`src/rtl/uart_send_stage.sv`:
```
// UART transmit output stage: byte FIFO fed by out-instructions, drained over valid/ready.
// Optional 4-byte word push (MSB first) enabled by defining UART_SEND_WORD_EN.
module uart_send_stage #(
  parameter int FIFO_DEPTH_LOG2 = 3
) (
  input  logic                     clk,
  input  logic                     reset,
  input  logic                     RegtoUART,
  input  logic                     send_word,
  input  logic [31:0]              write_data,
  input  logic                     output_ready,
  output logic [7:0]               output_data,
  output logic                     output_valid,
  output logic                     pc_enable,
  output logic [FIFO_DEPTH_LOG2:0] fifo_count
);

  localparam int N     = FIFO_DEPTH_LOG2;
  localparam int DEPTH = 1 << N;
  localparam int CW    = N + 1;

  typedef logic [N-1:0]  ptr_t;
  typedef logic [CW-1:0] cnt_t;

  logic [7:0] mem_q [DEPTH];
  logic [7:0] mem_d [DEPTH];
  ptr_t       rd_ptr_q, rd_ptr_d;
  ptr_t       wr_ptr_q, wr_ptr_d;
  cnt_t       count_q, count_d;
  logic       out_valid_q, out_valid_d;
  logic [7:0] out_data_q, out_data_d;

  cnt_t       need;
  cnt_t       free;
  logic       accept;
  logic       pop;
  ptr_t       rd_next;

`ifndef UART_SEND_WORD_EN
  logic unused_word_in;
  assign unused_word_in = ^{send_word, write_data[31:8]};
`endif

  // Request sizing, admission and core stall; free uses the pre-pop count.
  always_comb begin
    need = cnt_t'(1);
`ifdef UART_SEND_WORD_EN
    if (send_word) need = cnt_t'(4);
`endif
    free      = cnt_t'(DEPTH) - count_q;
    accept    = RegtoUART && !reset && (free >= need);
    pc_enable = !reset && (!RegtoUART || accept);
    pop       = out_valid_q && output_ready;
  end

  // FIFO storage writes and pointer/count updates.
  always_comb begin
    mem_d    = mem_q;
    wr_ptr_d = wr_ptr_q;
    if (accept) begin
`ifdef UART_SEND_WORD_EN
      if (send_word) begin
        for (int i = 0; i < 4; i++) begin
          mem_d[wr_ptr_q + ptr_t'(i)] = write_data[8*(3-i) +: 8];
        end
      end else begin
        mem_d[wr_ptr_q] = write_data[7:0];
      end
`else
      mem_d[wr_ptr_q] = write_data[7:0];
`endif
      wr_ptr_d = wr_ptr_q + ptr_t'(need);
    end
    rd_ptr_d = pop ? rd_ptr_q + ptr_t'(1) : rd_ptr_q;
    count_d  = count_q + (accept ? need : cnt_t'(0))
                       - (pop ? cnt_t'(1) : cnt_t'(0));
  end

  // Output register: advance on pop, load when idle, hold while stalled.
  always_comb begin
    rd_next     = rd_ptr_q + ptr_t'(1);
    out_valid_d = out_valid_q;
    out_data_d  = out_data_q;
    if (pop) begin
      out_valid_d = (count_q != cnt_t'(1));
      if (count_q != cnt_t'(1)) out_data_d = mem_q[rd_next];
    end else if (!out_valid_q && count_q != cnt_t'(0)) begin
      out_valid_d = 1'b1;
      out_data_d  = mem_q[rd_ptr_q];
    end
  end

  // Control state with synchronous reset.
  always_ff @(posedge clk) begin
    if (reset) begin
      rd_ptr_q    <= '0;
      wr_ptr_q    <= '0;
      count_q     <= '0;
      out_valid_q <= 1'b0;
      out_data_q  <= 8'h00;
    end else begin
      rd_ptr_q    <= rd_ptr_d;
      wr_ptr_q    <= wr_ptr_d;
      count_q     <= count_d;
      out_valid_q <= out_valid_d;
      out_data_q  <= out_data_d;
    end
  end

  // Byte storage; contents are only read when counted valid.
  always_ff @(posedge clk) begin
    mem_q <= mem_d;
  end

  assign output_data  = out_data_q;
  assign output_valid = out_valid_q;
  assign fifo_count   = count_q;

endmodule

```
`config.mk`:
```
export PLATFORM = sky130hd
export DESIGN_NAME = uart_send_stage
export DESIGN_NICKNAME = d
export VERILOG_FILES = /design/src/rtl/uart_send_stage.sv
export SDC_FILE = /design/constraint.sdc
export NUM_CORES = 1
export LEC_CHECK = 0
export ABC_CLOCK_PERIOD_IN_PS = 5000
export CORE_UTILIZATION = 60
export CTS_CLUSTER_DIAMETER = 100
export CTS_CLUSTER_SIZE = 8
export DETAILED_ROUTE_END_ITERATION = 6
export GPL_TIMING_DRIVEN = 0
export PLACE_DENSITY = 0.83
export SLEW_MARGIN = 0
export SYNTH_ARGS = -nofsm -noshare
export SYNTH_HDL_FRONTEND = slang
export SYNTH_SLANG_ARGS = --single-unit
```
`constraint.sdc`:
```
create_clock -name clk -period 5 [get_ports clk]
set_input_delay 1.25 -clock clk [delete_from_list [all_inputs] [get_ports clk]]
set_output_delay 1.25 -clock clk [all_outputs]
set_load 0.01 [all_outputs]
```
==> results.ini <==
[setup_path]
ff2ff_path_depth = 6
cp_common_cell = clkdlybuf4s50_1
crit_family = buffers and inverters
startpoint = reset
rr_startpoint = fifo_count[1]
cp_max_fo = 10
r2r_end = mem_q[22]
cpPeakStageDelay_ns = 0.54
cp_data_required_time_ns = 3.75
reg2reg_slack_ns = 1.99
crit_type = primary input to output port
crit_buf_inv = 3
crit_path_end_kind = output port
slowest_stage = clkdlybuf4s50_1
arrival_ns = 2.76
path_cells = clkdlybuf4s50_1 > clkbuf_1 > a21oi_1 > clkdlybuf4s50_1
critPathLaunchType = primary input

[sta]
setup_violations = 0
fin_crit_sh_pct = 80.26
fmax_ghz = 0.2492
max-slew-margin-rel_pct = 29.60
fin_ws_ns = 0.9868
fin_crit_ns = 4.013
maxSlewViolCount = 0
tightest_slew_ns = 1.052
hold_viol = 0
setup_tns_ns = 0
finClkSkew_ns = 0.01248
rsz0062_at_grt = false

[logic_synthesis]
syn_nets = 362
yosysTopAreaCell = edfxtp_1
yosysWarnings = 0
synth_area_per_cell_um2 = 13.61
ys_ff_latch = 83
synth-edff-count = 64
synth_cell_type_count = 42
syn_area_um2 = 4300
synth_flop_cell = edfxtp_1
yosysTopAreaCellShare_pct = 44.69
synthCells = 316
yosysSeqAreaShare_pct = 53.54
synth.area.top_cells = edfxtp_1 (45%), mux2i_1 (12%), dfxtp_1 (8.8%)
synthArstFlopShare_pct = 0

[floorplanning]
io_pins = 51
start_util_pct = 62.60
die_x_um = 86.66
die_y_um = 86.66
dieArea_um2 = 7510
row_count = 30
coreArea_um2 = 6869

[cells_and_area]
layout.nets = 399
instances_no_fill = 454
layout_common_cells = edfxtp_1 (64), mux2i_1 (50), clkdlybuf4s50_1 (25), a21oi_1 (19), dfxtp_1 (19)
drive_gt1_share_pct = 12.29
diodes = 0
final_common_cell = edfxtp_1
design_area_um2 = 4911
area_delta_synth_final_pct = 14.20

[run_status]
status = finished, final reports clean

[clock_network]
cts_tree = built
cts_resized = 0
ctsHoldBuffers = 0
post_cts_buffers = 0
cts_buffer_depth = 2
root_buffer = clkbuf_8
numCtsBuffers = 9
htreeDepth = 3
cts_num_sinks = 83
clkTransAtPathRegs_ns = 0.09
insertion_delay_ns = 0.36

[global_route]
grt_overflow = 0
antenna_found_initial = 0
grt_pass1_wl_um = 15570
grt_max_degree = 16
grt_pass1_vias = 2926
grt_use_total_pct = 29.03

[route]
final_antenna_net_count = 0
dr.pass1.iters = 5
via_count = 2919
drc = 0
drt_iter0_drc = 311
post_drt_wl_per_cell_um = 22.32
wirelength_um = 10130
routed_via_density = 6.430

[place]
placed_area_um2 = 4688
dp_hpwl_um = 6474
dpl.cell_count = 438
globalplace.congestion = 0.8452
pre_cts_ws_ns = 1.004
port_buffers = 25

[pwr]
power.static_leakage_uw = 0.001634
peakVddDrop_mv = 0.2384
pwr_density_cell_nw_per_um2 = 456.7
p_total_uw = 2243

[worst_hold_path]
hold-path-endpoint = output_data[5]
hold_path_class = register to register
hp-start = output_data[5]
min_delay_path_depth = 2

[job]
drv_cap = 0

[kinds of logic after synthesis]
kind of cell,count (synthesis),share of synthesized area [%]
buffers and inverters,27,3.782
xor gates and xnor gates,7,1.426
muxes,70,22.11
adders and majority gates,9,2.793
AOI/OAI and AO/OA,54,8.612
DFF,83,53.53
and+or+nand+nor,66,7.740
[cell type report]
class,count,area [um2]
Clock buffer,9,123.9
Timing Repair Buffer,26,257.7
Tap cell,96,120.1
Clock inverter,7,98.84
Inverter,7,26.28
Buffer,20,136.4
Fill cell,478,1958
Multi-Input combinational cell,206,1846
Sequential cell,83,2302
[power breakdown]
part	switching, uW	internal [uW]	leakage, uW
Sequential	60.3	826	0.000734
Clock	263	286	0.000111
Combinational	422	385	0.000789
Total	745	1500	0.00163
[worst reg2reg max path, cell delays in order, from the launching register on]
cell,delay (ns)
dfxtp_1,0.46
inv_1,0.14
ha_1,0.23
xor2_1,0.23
o21ai_1,0.20
or3b_2,0.54
nor2_1,0.82
[worst max path at each step]
stage                     slack, ns            end  depth (start not counted)
after global placement         0.86      mem_q[51]                          4
after global routing           0.89      pc_enable                          4
final                          0.99      pc_enable                          4
after floorplan                2.08  fifo_count[2]                          9
after CTS                      0.97      pc_enable                          4
after detailed placement       1.00      pc_enable                          4
[flip-flops by register name, indices dropped and copies added (netlist names)]
register,cells
fifo_count,4
wr_ptr_q,3
output_data,8
mem_q,64
rd_ptr_q,3
output_valid,1
[layer usage]
metal	global-route usage (%)	vias to the layer above	part of all wire, %
met1	39.27	1427	41
met2	46.39	149	49
met3	5.524	28	7.3
li1	-	1315	-
met4	12.42	0	2.6
met5	0	-	0
[metrics by stage]
step / utilization [%] / hold WS (ns)
CTS: 71.49 / 0.5278
detailed placement: 68.25 / 0.5169
floorplan: - / 0.5144
global route: 71.49 / 0.5440
global placement: 68.00 / 0.5185
finish: 71.49 / 0.5221
[cells in the mapped netlist (4+ instances only)]
cell type / instances
edfxtp_1: 64
mux2i_1: 50
a21oi_1: 19
dfxtp_1: 19
nor2_1: 18
nand2_1: 13
mux4_1: 12
and2_1: 11
a22oi_1: 9
nand3_1: 9
a311oi_1: 8
ha_1: 8
inv_1: 7
xor2_1: 6
buf_2: 5
clkbuf_1: 5
mux2_2: 4
mux4_2: 4
o221ai_1: 4
o22ai_1: 4
o32ai_1: 4
(Power assumes the default switching activity.)
